[src/rtl/dsp_reg_wb.sv]
// -----------------------------------------------------------------------------
// dsp_reg_wb
//
// Write-back stage for the DSP register file. This block owns port B, the
// write port of the 64x32 dual-port RAM. Each cycle it gives the port either
// to an ALU result or to returning load data. The ALU always wins the port.
//
// Loads are tracked in two small FIFOs:
//   - a destination queue, filled when a load is issued;
//   - a data queue, filled when load data returns.
// Both queues pop together when a load is written back. A 64-bit pending
// scoreboard drives the operand-fetch stall.
//
// Ports
//   sys_clk, resetl        clock, asynchronous active-low reset
//   alu_wr/alu_dst/alu_data ALU result request
//   ld_issue/ld_dst         load issued, reserves a destination register
//   ld_done/ld_data         load data returning, in issue order
//   rd_chk_a/rd_chk_b       operand registers currently being fetched
//   nweb/clkb/ab/db         register file port B (nweb active low)
//   stall                   operand hazard (combinational)
//   ld_full                 four loads outstanding
//   pend                    registers with a load still in flight
//   err                     sticky protocol error
// -----------------------------------------------------------------------------
module dsp_reg_wb #(
    parameter int DEPTH = 4
) (
    input  logic        sys_clk,
    input  logic        resetl,
    input  logic        alu_wr,
    input  logic [5:0]  alu_dst,
    input  logic [31:0] alu_data,
    input  logic        ld_issue,
    input  logic [5:0]  ld_dst,
    input  logic        ld_done,
    input  logic [31:0] ld_data,
    input  logic [5:0]  rd_chk_a,
    input  logic [5:0]  rd_chk_b,
    output logic        nweb,
    output logic        clkb,
    output logic [5:0]  ab,
    output logic [31:0] db,
    output logic        stall,
    output logic        ld_full,
    output logic [63:0] pend,
    output logic        err
);

    // Queue pointers are 2 bits wide and counts are 3 bits wide, so DEPTH must
    // stay at 4.
    localparam logic [2:0] FULL_CNT = 3'(DEPTH);

    logic [5:0]  dst_mem_q [DEPTH];
    logic [5:0]  dst_mem_d [DEPTH];
    logic [31:0] dat_mem_q [DEPTH];
    logic [31:0] dat_mem_d [DEPTH];

    logic [1:0]  dwr_ptr_q, dwr_ptr_d;
    logic [1:0]  qwr_ptr_q, qwr_ptr_d;
    logic [1:0]  rd_ptr_q,  rd_ptr_d;
    logic [2:0]  dcnt_q,    dcnt_d;
    logic [2:0]  qcnt_q,    qcnt_d;

    logic        nweb_q, nweb_d;
    logic        clkb_q, clkb_d;
    logic [5:0]  ab_q,   ab_d;
    logic [31:0] db_q,   db_d;
    logic [63:0] pend_q, pend_d;
    logic        ld_full_q, ld_full_d;
    logic        err_q,  err_d;
    // Set while port B is carrying a load write-back. ab_q then holds that
    // load's destination register.
    logic        wb_vld_q, wb_vld_d;

    logic        issue_acc;
    logic        done_acc;
    logic        drain;
    logic        still_owed;
    logic [1:0]  off;

    always_comb begin
        // Acceptance uses only the registered counts. A drain in this cycle
        // therefore does not free a slot for an issue in the same cycle.
        issue_acc = ld_issue && (dcnt_q != FULL_CNT);
        done_acc  = ld_done  && (qcnt_q != dcnt_q);
        drain     = !alu_wr  && (qcnt_q != 3'd0);

        dst_mem_d = dst_mem_q;
        dat_mem_d = dat_mem_q;
        if (issue_acc) dst_mem_d[dwr_ptr_q] = ld_dst;
        if (done_acc)  dat_mem_d[qwr_ptr_q] = ld_data;

        dwr_ptr_d = dwr_ptr_q + {1'b0, issue_acc};
        qwr_ptr_d = qwr_ptr_q + {1'b0, done_acc};
        rd_ptr_d  = rd_ptr_q  + {1'b0, drain};
        dcnt_d    = dcnt_q + {2'b00, issue_acc} - {2'b00, drain};
        qcnt_d    = qcnt_q + {2'b00, done_acc}  - {2'b00, drain};

        nweb_d   = 1'b1;
        clkb_d   = 1'b0;
        ab_d     = ab_q;
        db_d     = db_q;
        wb_vld_d = 1'b0;
        if (alu_wr) begin
            nweb_d = 1'b0;
            clkb_d = 1'b1;
            ab_d   = alu_dst;
            db_d   = alu_data;
        end else if (drain) begin
            nweb_d   = 1'b0;
            clkb_d   = 1'b1;
            ab_d     = dst_mem_q[rd_ptr_q];
            db_d     = dat_mem_q[rd_ptr_q];
            wb_vld_d = 1'b1;
        end

        // A register stays pending while any queued load, or a load being
        // pushed this cycle, still targets it. Entries that are drained but
        // not yet written are still in the registered queue, so they count.
        still_owed = issue_acc && (ld_dst == ab_q);
        off        = 2'd0;
        for (int i = 0; i < DEPTH; i++) begin
            off = 2'(i) - rd_ptr_q;
            if (({1'b0, off} < dcnt_q) && (dst_mem_q[i] == ab_q)) begin
                still_owed = 1'b1;
            end
        end

        // Clear at the edge where the RAM takes the load data. If a set hits
        // the same bit, the set wins.
        pend_d = pend_q;
        if (wb_vld_q && !still_owed) pend_d[ab_q] = 1'b0;
        if (issue_acc)               pend_d[ld_dst] = 1'b1;

        ld_full_d = (dcnt_d == FULL_CNT);
        err_d     = err_q | (ld_issue && !issue_acc) | (ld_done && !done_acc);
    end

    always_ff @(posedge sys_clk or negedge resetl) begin
        if (!resetl) begin
            for (int i = 0; i < DEPTH; i++) begin
                dst_mem_q[i] <= '0;
                dat_mem_q[i] <= '0;
            end
            dwr_ptr_q <= '0;
            qwr_ptr_q <= '0;
            rd_ptr_q  <= '0;
            dcnt_q    <= '0;
            qcnt_q    <= '0;
            nweb_q    <= 1'b1;
            clkb_q    <= 1'b0;
            ab_q      <= '0;
            db_q      <= '0;
            pend_q    <= '0;
            ld_full_q <= 1'b0;
            err_q     <= 1'b0;
            wb_vld_q  <= 1'b0;
        end else begin
            dst_mem_q <= dst_mem_d;
            dat_mem_q <= dat_mem_d;
            dwr_ptr_q <= dwr_ptr_d;
            qwr_ptr_q <= qwr_ptr_d;
            rd_ptr_q  <= rd_ptr_d;
            dcnt_q    <= dcnt_d;
            qcnt_q    <= qcnt_d;
            nweb_q    <= nweb_d;
            clkb_q    <= clkb_d;
            ab_q      <= ab_d;
            db_q      <= db_d;
            pend_q    <= pend_d;
            ld_full_q <= ld_full_d;
            err_q     <= err_d;
            wb_vld_q  <= wb_vld_d;
        end
    end

    assign nweb    = nweb_q;
    assign clkb    = clkb_q;
    assign ab      = ab_q;
    assign db      = db_q;
    assign pend    = pend_q;
    assign ld_full = ld_full_q;
    assign err     = err_q;
    assign stall   = pend_q[rd_chk_a] | pend_q[rd_chk_b];

endmodule

[config.mk]
export PLATFORM = sky130hd
export DESIGN_NAME = dsp_reg_wb
export DESIGN_NICKNAME = d
export VERILOG_FILES = /design/src/rtl/dsp_reg_wb.sv
export SDC_FILE = /design/constraint.sdc
export NUM_CORES = 1
export LEC_CHECK = 0
export ABC_AREA = 1
export BUFFER_PORTS_ARGS = -buffer_cell sky130_fd_sc_hd__buf_2
export CORE_MARGIN = 2
export CORE_UTILIZATION = 40
export CTS_CLUSTER_DIAMETER = 120
export CTS_CLUSTER_SIZE = 24
export DETAILED_ROUTE_END_ITERATION = 7
export GPL_TIMING_DRIVEN = 0
export SKIP_LAST_GASP = 1
export SLEW_MARGIN = 20
export SYNTH_ARGS = -nofsm -noshare
export SYNTH_HDL_FRONTEND = slang
export SYNTH_SLANG_ARGS = --single-unit
[constraint.sdc]
create_clock -name sys_clk -period 2.5 [get_ports sys_clk]
set_clock_uncertainty 0.05 [all_clocks]
set_input_delay 0.25 -clock sys_clk [delete_from_list [all_inputs] [get_ports sys_clk]]
set_output_delay 0.25 -clock sys_clk [all_outputs]
set_load 0.03 [all_outputs]
; ---- Yosys cells after proc, flatten, opt, wreduce, memory -nomap -nowiden
; Index checks and enable logic that the tools add are counted.
[op_classes]
order_cmp = 15
bitwise_logic = 9
muxes = 35
n_eq_ne = 8
reduce_logical = 21
n_addsub = 11
[op_table]
columns = cell, n
row1 = two-way mux 32 bit, 5
row2 = bitwise mux 128 bit, 1
row3 = two-way mux 64 bit, 2
row4 = bitwise AND 64 bit, 1
row5 = binary-select mux 32 bit (select 2 bit), 1
row6 = demux 32 bit (select 2 bit), 1
row7 = NOT 64 bit, 1
row8 = OR 64 bit, 1
row9 = == test 6 bit, 5
row10 = two-way mux 6 bit, 5
row11 = "< comparator 6 x 7 -> 1 bit, second input constant", 4
row12 = bitwise mux 24 bit, 1
row13 = logical AND 1 bit, 15
row14 = two-way mux 1 bit, 13
row15 = binary-select mux 1 bit (select 6 bit), 2
row16 = binary-select mux 6 bit (select 2 bit), 1
row17 = demux 1 bit (select 6 bit), 2
row18 = demux 6 bit (select 2 bit), 1
row19 = "greater-or-equal comparator 6 x 1 -> 1 bit, second input constant", 2
row20 = < comparator 2 x 3 -> 1 bit, 4
row21 = "greater-or-equal comparator 3 bit, second input constant", 3
row22 = NOT 2 -> 3 bit, 3
row23 = adder 2 x 1 -> 2 bit, 3
row24 = adder 3 x 1 -> 3 bit, 2
row25 = 11 further kinds, 20
[word_totals]
reg_bits = 271
out_inout_bits = 107

; ---- Longest topological paths before layout
; Gate-level depths: netlist of run 1.
[depth]
ltp_word = 12
ltp_mapped = 18
mapped_depth_nobuf = 14

; ---- Least setup slack after synthesis of run 1
; OpenSTA, ideal clock, no wires.
[synth_path]
path_type = reg-to-reg
start = register rd_ptr_q[1]
end = register pend_q[13], in the netlist pend[13]
t_arrival_ns = 2.194
path_slack_ns = 0.131
required_time_ns = 2.325
path_stages_with_launch = 18
path_cell_list = dfrtp_1 -> buf_2 -> inv_1 -> nor2_1 -> buf_2 -> buf_2 -> inv_1 -> nand2_1 -> inv_1 -> ha_1 -> a21oi_1 -> nor2_1 -> nor2_2 -> nor2_4 -> buf_6 -> buf_6 -> nand4_1 -> nand3_1
[synth_via]
elab_chain_len = 12
word_cells_on_any_way = 21
classes_between = add/sub (4) / order compare (4) / mux (6) / bitwise (1) / reduce/logical (6)
[synth_lines]
columns = item, line
row1 = start: declaration, 61  ; logic [1:0] rd_ptr_q, rd_ptr_d;
row2 = start signal: assignment, 164  ; rd_ptr_q <= rd_ptr_d;
row3 = subtractor 1 x 2 -> 2 bit, 124  ; off = 2'(i) - rd_ptr_q;
row4 = < comparator 2 x 3 -> 1 bit, 125  ; if (({1'b0, off} < dcnt_q) && (dst_mem_q[i] == ab_q)) begin
row5 = logical AND 1 bit, 125
row6 = two-way mux 1 bit (3 in a row), 125
row7 = two-way mux 1 bit *, 125
row8 = zero test 1 bit *, 133  ; if (wb_vld_q && !still_owed) pend_d[ab_q] = 1'b0;
row9 = logical AND 1 bit *, 133
row10 = two-way mux 64 bit *, 133
row11 = OR 64 bit (no source line), n/a
row12 = two-way mux 64 bit *, 134  ; if (issue_acc) pend_d[ld_dst] = 1'b1;
row13 = via pend_d[13], 69  ; logic [63:0] pend_q, pend_d;
row14 = end signal: assignment, 171  ; pend_q <= pend_d;
row15 = end: declaration, 69
; Mark *: on every way through the listed nets, which the timed path passes. The rest lies on a longest branch.
; A chain may end at the register's enable or synchronous reset.

; ---- Final worst setup path of run 1
[layout_path]
start = register rd_ptr_q[1]
end = register pend_q[47], in the netlist pend[47]
; The elaborated chain is that of the path after synthesis.

==> summary.md, run 1 <==
| Metric | Value |
|---|---|
| Violated checks | setup timing |
| Clk slew on worst S/H paths | 0.11 ns |
| CTS root buffer | clkbuf_16 |
| Vert. Die Dim | 195 um |
| Final setup fails | 9 |
| Hold Fails Final Rpt | 0 |
| Min Tclk post-route | between 2 and 3 ns |
| Area growth, synth to finish | 20.8% |
| Rows | 70 |
| GRT overflow | 0 |
| EDFF count, synth | 0 |
| Crit path capture type | flop |
| HP Class | in -> reg |
| Synthesized area | 0.0146 mm^2 |
| Nets | about 2.2k |
| Full die area | 0.0381 mm^2 |
| Leakage power | around 8.4 nW |
| Fin worst setup slack | -0.0203 ns |
| Actual slew at the worst max-slew pin | 1.04 ns |
| Fin crit share | 101% |
| Pre-Repair DR Iteration Count | 7 |
| Clock Path Buffers | 3 |
| Synth Net Count | 1955 |
| Reg2reg path depth | 18 |
| Syn avg cell area | 7.92 um^2 |
| Synth area leader | dfrtp_1 |
| Slew Viols, Final | 0 |
| Initial antenna violation count | 0 |
| GP Congestion | 0.984 |
| FMAX | 0.397 GHz |
| Max_cap viols | 0 |
| Largest net degree at the start of global routing | 85 |
| Slew headroom | 30.7% |
| Routed Antenna Nets | 0 |
| Vias/cell | 5.65 |
| Die width | 195 um |
| Outcome | complete, but fails checks |
| Total GRT Usage | 28.7% |
| Wirelength, routed | 54.9 mm |
| Top cell type's share of synthesized area | 46.2% |
| Clock Sinks | 271 |
| I/O pin count | 200 |
| Seq/Total Area, Yosys | 46.3% |
| Starting Density | approximately two fifths |
| CTS buffer count | 15 |
| Worst-path fanout max | 7 |
| H-tree level count | 1 |
| Total Power | 23.5 mW |
| Utilization after layout | roughly half |
| Top_reg_cell synth | dfrtp_1 |
| Seq cells post-synth | 271 |
| Residual DRC | 0 |
| Worst R2R End | pend[47] |
| Worst R2R Start | rd_ptr_q[1] |
| IO buf count | 193 |
| First-pass GRT wire length | 85.2 mm |
| Layout cells sized above 1 | around 17% |
| Final HPWL DP | between 30 and 40 mm |
| Yosys cell types | 36 |
| Critical path launch point type | flop |
| Setup slack at placement | -0.561 ns |
| DR iter-0 viols | between 1k and 1.5k |
| DR vias | between 10k and 15k |
| Hold Path Depth | 3 |
| Critical path data arrival time | 2.86 ns |
| Yosys warns | 0 |
| Hold Startpoint | ld_data[26] |
| CP Class | reg -> reg |
| Worst-skew pair later-pin latency | between 0.5 and 0.6 ns |
| Maximum vdd drop | approximately 0.66 mV |
| Vias in the first global route | about 14k |
| Core Footprint | 0.0363 mm^2 |
| CTS tree | done |
| Cells after Synth | around 1.8k |
| Reg2Reg Setup Slack | -0.02 ns |
| Share of flip-flops with an asynchronous set or reset | 100% |
| Drt wl/cell | 21.1 um |
| # diodes | 0 |
| Cell Pwr Density | between 1000 and 1500 mW/mm^2 |
| CP required | 2.84 ns |
| RSZ-0062 raised after global routing | yes |
| Worst Hold Path EP | dat_mem_q[90] |
| Largest cells by area after synthesis | dfrtp_1, nand2_1, nand3_1, o21ai_0, o21a_1 |
## power breakdown
group | total [mW] | switching [mW] | internal, mW | leakage (nW)
clock | 2.72 | 1.52 | 1.20 | 0.206
combinational | 12.2 | 7.98 | 4.26 | 4.74
sequential | 8.57 | 2.13 | 6.44 | 3.41
## cells by family after synthesis
family	Yosys count	share of synthesized area (%)
fa+ha+maj	13	1.21
buf+inv	217	7.16
compound gates	349	14.8
flops	271	46.3
xor+xnor	31	1.86
simple gates	968	28.7
## cell usage in the layout (no fill, tap or decap), drive strengths merged, types with 23 or more instances in the layout
cell         netlist  layout
nand2            597     597
buf               71     294
dfrtp            270     270
nand3            232     234
o21ai            189     189
inv               97      95
nand4             68      68
clkbuf            48      62
o21a              60      60
nor2              60      60
dlygate4sd3        0      40
o211ai            24      24
o2111ai           23      23
## state kept, by name (all words and copies together), names as in the netlist, 3 cells and up
signal and count:
ab 6, dcnt_q 3, dst_mem_q 24, pend 64
db 32, dat_mem_q 128, qcnt_q 3
## synth_stat cells (7+ instances only)
| cell type | instances |
|---|---|
| dfrtp_1 | 270 |
| nor3_1 | 9 |
| a21oi_1 | 10 |
| nand2_1 | 594 |
| nand3_1 | 229 |
| o21a_1 | 60 |
| clkbuf_1 | 48 |
| nand4_1 | 68 |
| o21ai_1 | 18 |
| a21boi_0 | 21 |
| inv_1 | 85 |
| nor2_1 | 49 |
| ha_1 | 11 |
| xor2_1 | 17 |
| inv_2 | 12 |
| buf_2 | 40 |
| o2111ai_1 | 23 |
| xnor2_1 | 14 |
| nor2_2 | 9 |
| a22oi_1 | 14 |
| o211ai_1 | 24 |
| o21ai_0 | 171 |
| buf_6 | 21 |
| buf_4 | 7 |
## metal layers
layer	track usage (%)	wire, um	up-vias
met5	0	0	-
met4	12.0	2300	0
met3	3.52	3880	134
met2	48.2	26100	649
met1	37.5	22600	7101
li1	-	-	6789
## how the worst max path moves through the flow
stage                 from        to  cells after the start  slack [ns]
4_1_cts        rd_ptr_q[1]   pend[5]                     19       -0.01
6_report       rd_ptr_q[1]  pend[47]                     18       -0.02
3_3_place_gp        resetl    db[11]                      1       -4.10
2_1_floorplan  rd_ptr_q[1]  pend[13]                     17        0.13
3_5_place_dp   rd_ptr_q[1]  pend[43]                     17       -0.56
5_1_grt        rd_ptr_q[1]   pend[2]                     18       -0.14
## final cells by class
type	instances	area (um^2)
multi-input cells	1363	7000
inverters	98	387
clock buffers	15	375
repair buffers	263	1700
clock inverters	2	46.3
flip-flops and latches	271	6780
plain buffers	118	798
fillers	3579	18700
well taps	468	586
## stage by stage
stage,hold WS [ns],instances,TNS (ns),instance area (um^2)
finish,0.00927,2598,-0.0799,17700
global route,0.0249,2598,-3.46,17700
CTS,0.00164,2587,-0.0810,17400
detailed placement,0.111,2514,-33.50,16300
global placement,0.410,2510,-1133.71,16200
floorplan,-0.0956,1849,0,14600
## critical path: stages (launching register included)
cell and delay, ns:
dfrtp_1 0.37, buf_6 0.12, clkinvlp_4 0.11, nor2_4 0.17, buf_12 0.14, clkinv_8 0.05, nand2_8 0.06, inv_4 0.03
ha_4 0.20, a21oi_2 0.15, nor2_2 0.05, nor2_2 0.16, nor2_4 0.05, buf_6 0.12, buf_12 0.14, buf_8 0.14
buf_6 0.12, nand4_1 0.07, nand3_1 0.08
## repair_timing
item                                    4_1_cts  5_1_grt
pin swaps                                    23       14
resized for setup                            56       24
hold buffers                                 40        0
cloned                                        7        1
endpoints found under the setup margin       64       66
endpoints found under the hold margin       112        0
setup buffers                                 9       11
(Power assumes the default switching activity.)
==> inputs of run 2 (changes only) <==
--- a/config.mk
+++ b/config.mk
@@ -13,6 +13,7 @@
 export CTS_CLUSTER_SIZE = 24
 export DETAILED_ROUTE_END_ITERATION = 7
 export GPL_TIMING_DRIVEN = 0
+export SETUP_SLACK_MARGIN = 0.02
 export SKIP_LAST_GASP = 1
 export SLEW_MARGIN = 20
 export SYNTH_ARGS = -nofsm -noshare
==> summary.md, run 2 (synthesized netlist as in run 1, its figures left out) <==
| Metric | Value |
|---|---|
| Initial antenna violation count | 0 |
| Vert. Die Dim | 195 um |
| Most flops, register | dat_mem_q |
| Drt wl/cell | 21.1 um |
| Sw frac | slightly below 50% |
| Leakage power | 8.34 nW |
| Critical path data arrival time | 2.84 ns |
| Worst-skew pair later-pin latency | approximately 0.51 ns |
| Outcome | complete, but fails checks |
| Rows | 70 |
| Min Tclk post-route | 2.50 ns |
| Actual slew at the worst max-slew pin | 1.08 ns |
| CP Class | reg -> reg |
| GP Congestion | 0.984 |
| RSZ-0062 raised after global routing | yes |
| Nets | 2233 |
| First-pass GRT wire length | 85.3 mm |
| DP Area | between 0.015 and 0.02 mm^2 |
| Hold WS | 0.00736 ns |
| Combinational share of power | 51.8% |
| Clock Sinks | 271 |
| Vias in the first global route | 14.3k |
| Slew Viols, Final | 0 |
| CP required | 2.84 ns |
| Total GRT Usage | 28.7% |
| Wirelength, routed | roughly 55 mm |
| Fin worst setup slack | -0.00225 ns |
| Maximum vdd drop | 0.654 mV |
| FMAX | 0.400 GHz |
| DR iter-0 viols | ~1.1k |
| IO buf count | between 150 and 200 |
| Clock Path Buffers | 3 |
| Critical path launch point type | flop |
| Utilization after layout | around half |
| Clk slew on worst S/H paths | 0.11 ns |
| I/O pin count | 200 |
| Int Pwr | 11.8 mW |
| H-tree level count | 1 |
| Core Footprint | between 0.03 and 0.04 mm^2 |
| Post-route cell area | ~0.018 mm^2 |
| Fin crit share | 100% |
| Final HPWL DP | 39.0 mm |
| CTS root buffer | clkbuf_16 |
| GRT overflow | 0 |
| Vias/cell | between 5 and 6 |
| Most common cell after layout, fill and taps aside | nand2_1 |
| Max reg flops | 128 |
| Max_cap viols | 0 |
| Starting Density | between 40% and 50% |
| Violated checks | setup timing |
| Residual DRC | 0 |
| Final setup fails | 2 |
| Largest net degree at the start of global routing | 85 |
| Layout cells sized above 1 | 17.1% |
| Crit path capture type | flop |
| Slew headroom | 27.7% |
| Pre-Repair DR Iteration Count | 8 |
| DR vias | ~15k |
| Full die area | 0.0381 mm^2 |
| Cell Pwr Density | 1330 mW/mm^2 |
| Total Power | 23.4 mW |
| Routed Antenna Nets | 0 |
| Net switching power | 11.6 mW |
| Worst-path fanout max | 6 |
| HP Class | in -> reg |
| CTS buffer count | 15 |
| Sequential share of power | ~37% |
| Fillers | roughly 3.6k |
| Area growth, synth to finish | 20.3% |
| Hold Fails Final Rpt | 0 |
| Most frequent cells in the layout | nand2_1, dfrtp_1, nand3_1, buf_2, o21ai_0 |
| Die width | about 200 um |
| CTS tree | done |
| Clk pwr share | 11.6% |
-- run 2: layout make-up --
type	instances	area, um^2	share of cell area, %
multi-input cells	1363	6970	39.6
plain buffers	118	790	4.49
clock inverters	2	46.3	0.263
flip-flops and latches	271	6780	38.5
clock buffers	15	375	2.13
repair buffers	260	1680	9.53
diodes	1	2.50	0.0142
inverters	98	374	2.13
well taps	468	586	3.33
-- run 2: per-layer routing --
layer  vias up  global-route usage, %  part of all wire (%)
met1      7057                   37.6                    41
met2       665                   48.3                    48
met3       123                   3.51                   7.2
li1       6790                      -                     -
met4         0                   11.8                   3.9
met5         -                      0                     0
-- run 2: power groups by stage --
| stage | clock network, mW | registers [mW] | logic, mW |
|---|---|---|---|
| CTS | 2.80 | 8.49 | 11.9 |
| finish | 2.71 | 8.58 | 12.1 |
| detailed placement | 0 | 8.57 | 11.2 |
| global route | 2.93 | 8.81 | 13.3 |
| floorplan | 0 | 9.44 | 6.23 |
| global placement | 0 | 8.53 | 11.0 |
-- run 2: path summary, 6_finish.rpt --
path | startpoint | to | slack (ns) | cells after the start
min in group asynchronous | resetl | pend[57] | 0.16 | 2
worst max-delay path | rd_ptr_q[1] | pend[5] | -0.002 | 18
worst min register to register | dat_mem_q[91] | dat_mem_q[91] | 0.44 | 2
worst max register to register | rd_ptr_q[1] | pend[5] | -0.002 | 18
worst min-delay path | ld_data[26] | dat_mem_q[90] | 0.007 | 3
max in group asynchronous | resetl | dat_mem_q[111] | 1.11 | 4
-- run 2: metrics by stage --
step / TNS (ns) / setup slack [ns] / instances
floorplan: 0 / 0.131 / 1849
global placement: -1133.71 / -4.10 / 2510
detailed placement: -33.50 / -0.561 / 2514
CTS: -0.0778 / -0.0143 / 2589
global route: -2.37 / -0.114 / 2595
finish: -0.00368 / -0.00225 / 2596
-- run 2: critical path, cell delays in order, from the launching register on --
cell and delay [ns]:
dfrtp_1 0.37, buf_6 0.12, clkinvlp_4 0.14, nor2_4 0.13, buf_6 0.13, inv_4 0.03, nand2_4 0.06, inv_2 0.04
ha_4 0.20, a21oi_2 0.15, nor2_2 0.06, nor2_2 0.16, nor2_4 0.05, buf_6 0.12, buf_12 0.14, buf_8 0.14
buf_6 0.13, nand4_1 0.07, nand3_1 0.08
-- run 2: repair_timing --
item | CTS | global route
setup buffers | 11 | 7
gates resized for setup | 62 | 12
pin swaps | 26 | 13
hold endpoints to repair | 112 | 0
gates cloned | 7 | 0
hold buffers | 40 | 0
endpoints found under the setup margin | 64 | 66
==> inputs of run 3 (changes only) <==
--- a/config.mk
+++ b/config.mk
@@ -13,6 +13,7 @@
 export CTS_CLUSTER_SIZE = 24
 export DETAILED_ROUTE_END_ITERATION = 7
 export GPL_TIMING_DRIVEN = 0
+export PLACE_DENSITY = 0.73
 export SETUP_SLACK_MARGIN = 0.02
 export SKIP_LAST_GASP = 1
 export SLEW_MARGIN = 20
==> summary.md, run 3 (synthesized netlist as in run 1, its figures left out) <==
| Metric | Value |
|---|---|
| Outcome | finished, final reports clean |
| Starting Density | 40.3% |
| Max_cap viols | 0 |
| Worst R2R Start | rd_ptr_q[1] |
| CTS buffer count | 15 |
| Net switching power | between 10 and 15 mW |
| Non-Filler Instances | 2586 |
| Residual DRC | 0 |
| Nets | 2218 |
| Crit path capture type | flop |
| Hold Fails Final Rpt | 0 |
| Fin worst setup slack | around 0.011 ns |
| Worst-skew pair later-pin latency | a little over 0.5 ns |
| Pre-Repair DR Iteration Count | 8 |
| Clock Sinks | 271 |
| Sw frac | 49.7% |
| Clk pwr share | 11.2% |
| Slew Viols, Final | 0 |
| Leakage power | approximately 8.5 nW |
| Critical Path Max Stage Delay | 0.38 ns |
| Slew headroom | 21.1% |
| Clk slew on worst S/H paths | 0.10 ns |
| Full die area | about 0.038 mm^2 |
| CP required | 2.84 ns |
| Drt wl/cell | 20.7 um |
| IO buf count | 193 |
| Min Tclk post-route | 2.49 ns |
| I/O pin count | 200 |
| Worst R2R End | pend[40] |
| Total GRT Usage | 27.5% |
| Core Footprint | 0.0363 mm^2 |
| CP Class | reg -> reg |
| Vias/cell | 5.78 |
| Cell Pwr Density | 1330 mW/mm^2 |
| Die width | 195 um |
| Fin crit share | 99.6% |
| Most common cell after layout, fill and taps aside | nand2_1 |
| Area growth, synth to finish | 20.5% |
| Largest net degree at the start of global routing | roughly 100 |
| Vert. Die Dim | 195 um |
| Int Pwr | 11.8 mW |
| Critical path launch point type | flop |
| Worst-path fanout max | 10 |
| Setup TNS | 0 ns |
| DR iter-0 viols | 1563 |
| CTS tree | done |
| Most flops, register | dat_mem_q |
| Wirelength, routed | between 50 and 60 mm |
| Actual slew at the worst max-slew pin | 1.17 ns |
| Routed Antenna Nets | 0 |
| Hold Path Depth | 3 |
| Max reg flops | 128 |
| Worst Hold Path EP | dat_mem_q[87] |
| Final setup fails | 0 |
| Crit path cell chain | buf_6 -> clkinvlp_4 -> buf_4 -> ha_1 -> nor2_1 -> a22oi_1 -> nand2_1 -> nor2_2 -> nor2_4 -> buf_4 -> buf_8 -> buf_6 -> nand4_1 -> nand3_2 |
| Hold Startpoint | ld_data[23] |
| Maximum vdd drop | 0.706 mV |
| Combinational share of power | 52.0% |
| Fillers | 3479 |
| Final HPWL DP | ~38 mm |
| Crit-path slowest cell | dfrtp_1 |
| Clock Path Buffers | 3 |
| GRT overflow | 0 |
| HP Class | in -> reg |
| Setup slack at placement | -0.500 ns |
| FMAX | 0.402 GHz |
| CTS root buffer | clkbuf_16 |
| Critical path data arrival time | 2.82 ns |
| Vias in the first global route | 14.5k |
| DR vias | about 15k |
| Initial antenna violation count | 5 |
| First-pass GRT wire length | ~83 mm |
| Rows | 70 |
| RSZ-0062 raised after global routing | yes |
| Utilization after layout | 48.5% |
| H-tree level count | 1 |
| Placed insts | 2512 |
| Layout cells sized above 1 | 19.7% |
| Reg2reg path depth | 14 |
| GP Congestion | 1.07 |
| Most frequent cells in the layout | nand2_1, dfrtp_1, buf_2, nand3_1, o21ai_0 |
| Reg2Reg Setup Slack | 0.01 ns |
| Total Power | around 24 mW |
| Sequential share of power | 36.8% |
## run 3: power groups by stage
| stage | Clock [mW] | Combinational (mW) | Sequential, mW |
|---|---|---|---|
| final | 2.63 | 12.2 | 8.65 |
| after global routing | 2.83 | 13.3 | 8.84 |
| after CTS | 2.65 | 11.8 | 8.48 |
| after detailed placement | 0 | 11.1 | 8.52 |
| after global placement | 0 | 10.8 | 8.45 |
| after floorplan | 0 | 6.23 | 9.44 |
## run 3: worst max path at each step
stage | startpoint | end | depth (start not counted)
global placement | resetl | db[13] | 1
CTS | rd_ptr_q[1] | pend[13] | 18
detailed placement | rd_ptr_q[1] | pend[34] | 17
floorplan | rd_ptr_q[1] | pend[13] | 17
finish | rd_ptr_q[1] | pend[40] | 14
global route | rd_ptr_q[1] | pend[23] | 14
## run 3: critical path: cells and delay by family, from the launching register on
family	cells	cell delay [ns]
adder cells (fa/ha/maj)	1	0.31
AO/OA/AOI/OAI	1	0.16
flip-flops	1	0.38
AND/OR/NAND/NOR	6	0.57
buffers and inverters	6	0.90
## run 3: timing repair
action,4_1_cts,5_1_grt
cloned,7,0
buffers inserted,9,7
resized for setup,91,47
endpoints found under the hold margin,115,0
setup endpoints to repair,64,70
pin swaps,7,10
hold buffers,29,0
## run 3: layout make-up
| type | count | area (um^2) | share of cell area (%) |
|---|---|---|---|
| multi-input combinational | 1363 | 7200 | 40.8 |
| buffer | 118 | 758 | 4.30 |
| clock inverter | 1 | 20.0 | 0.113 |
| inverter | 98 | 374 | 2.12 |
| timing repair buffer | 245 | 1520 | 8.63 |
| antenna | 3 | 7.51 | 0.0426 |
| sequential | 271 | 6780 | 38.5 |
| clock buffer | 19 | 390 | 2.21 |
| tap | 468 | 586 | 3.32 |
## run 3: stage by stage
step | hold slack, ns | area (um^2)
2_1_floorplan | -0.0956 | 14600
3_5_place_dp | 0.266 | 16300
4_1_cts | 0.00454 | 17400
6_report | 0.00168 | 17600
3_3_place_gp | 0.409 | 16200
5_1_grt | 0.00973 | 17600
## run 3: per-layer routing
layer,up-vias,track usage [%],part of all wire [%],routed length [um]
li1,6761,-,-,-
met1,7151,35.9,39,21100
met2,853,44.3,46,24600
met3,175,4.46,9.3,4990
met4,2,14.1,5.3,2820
met5,-,0,0.017,9
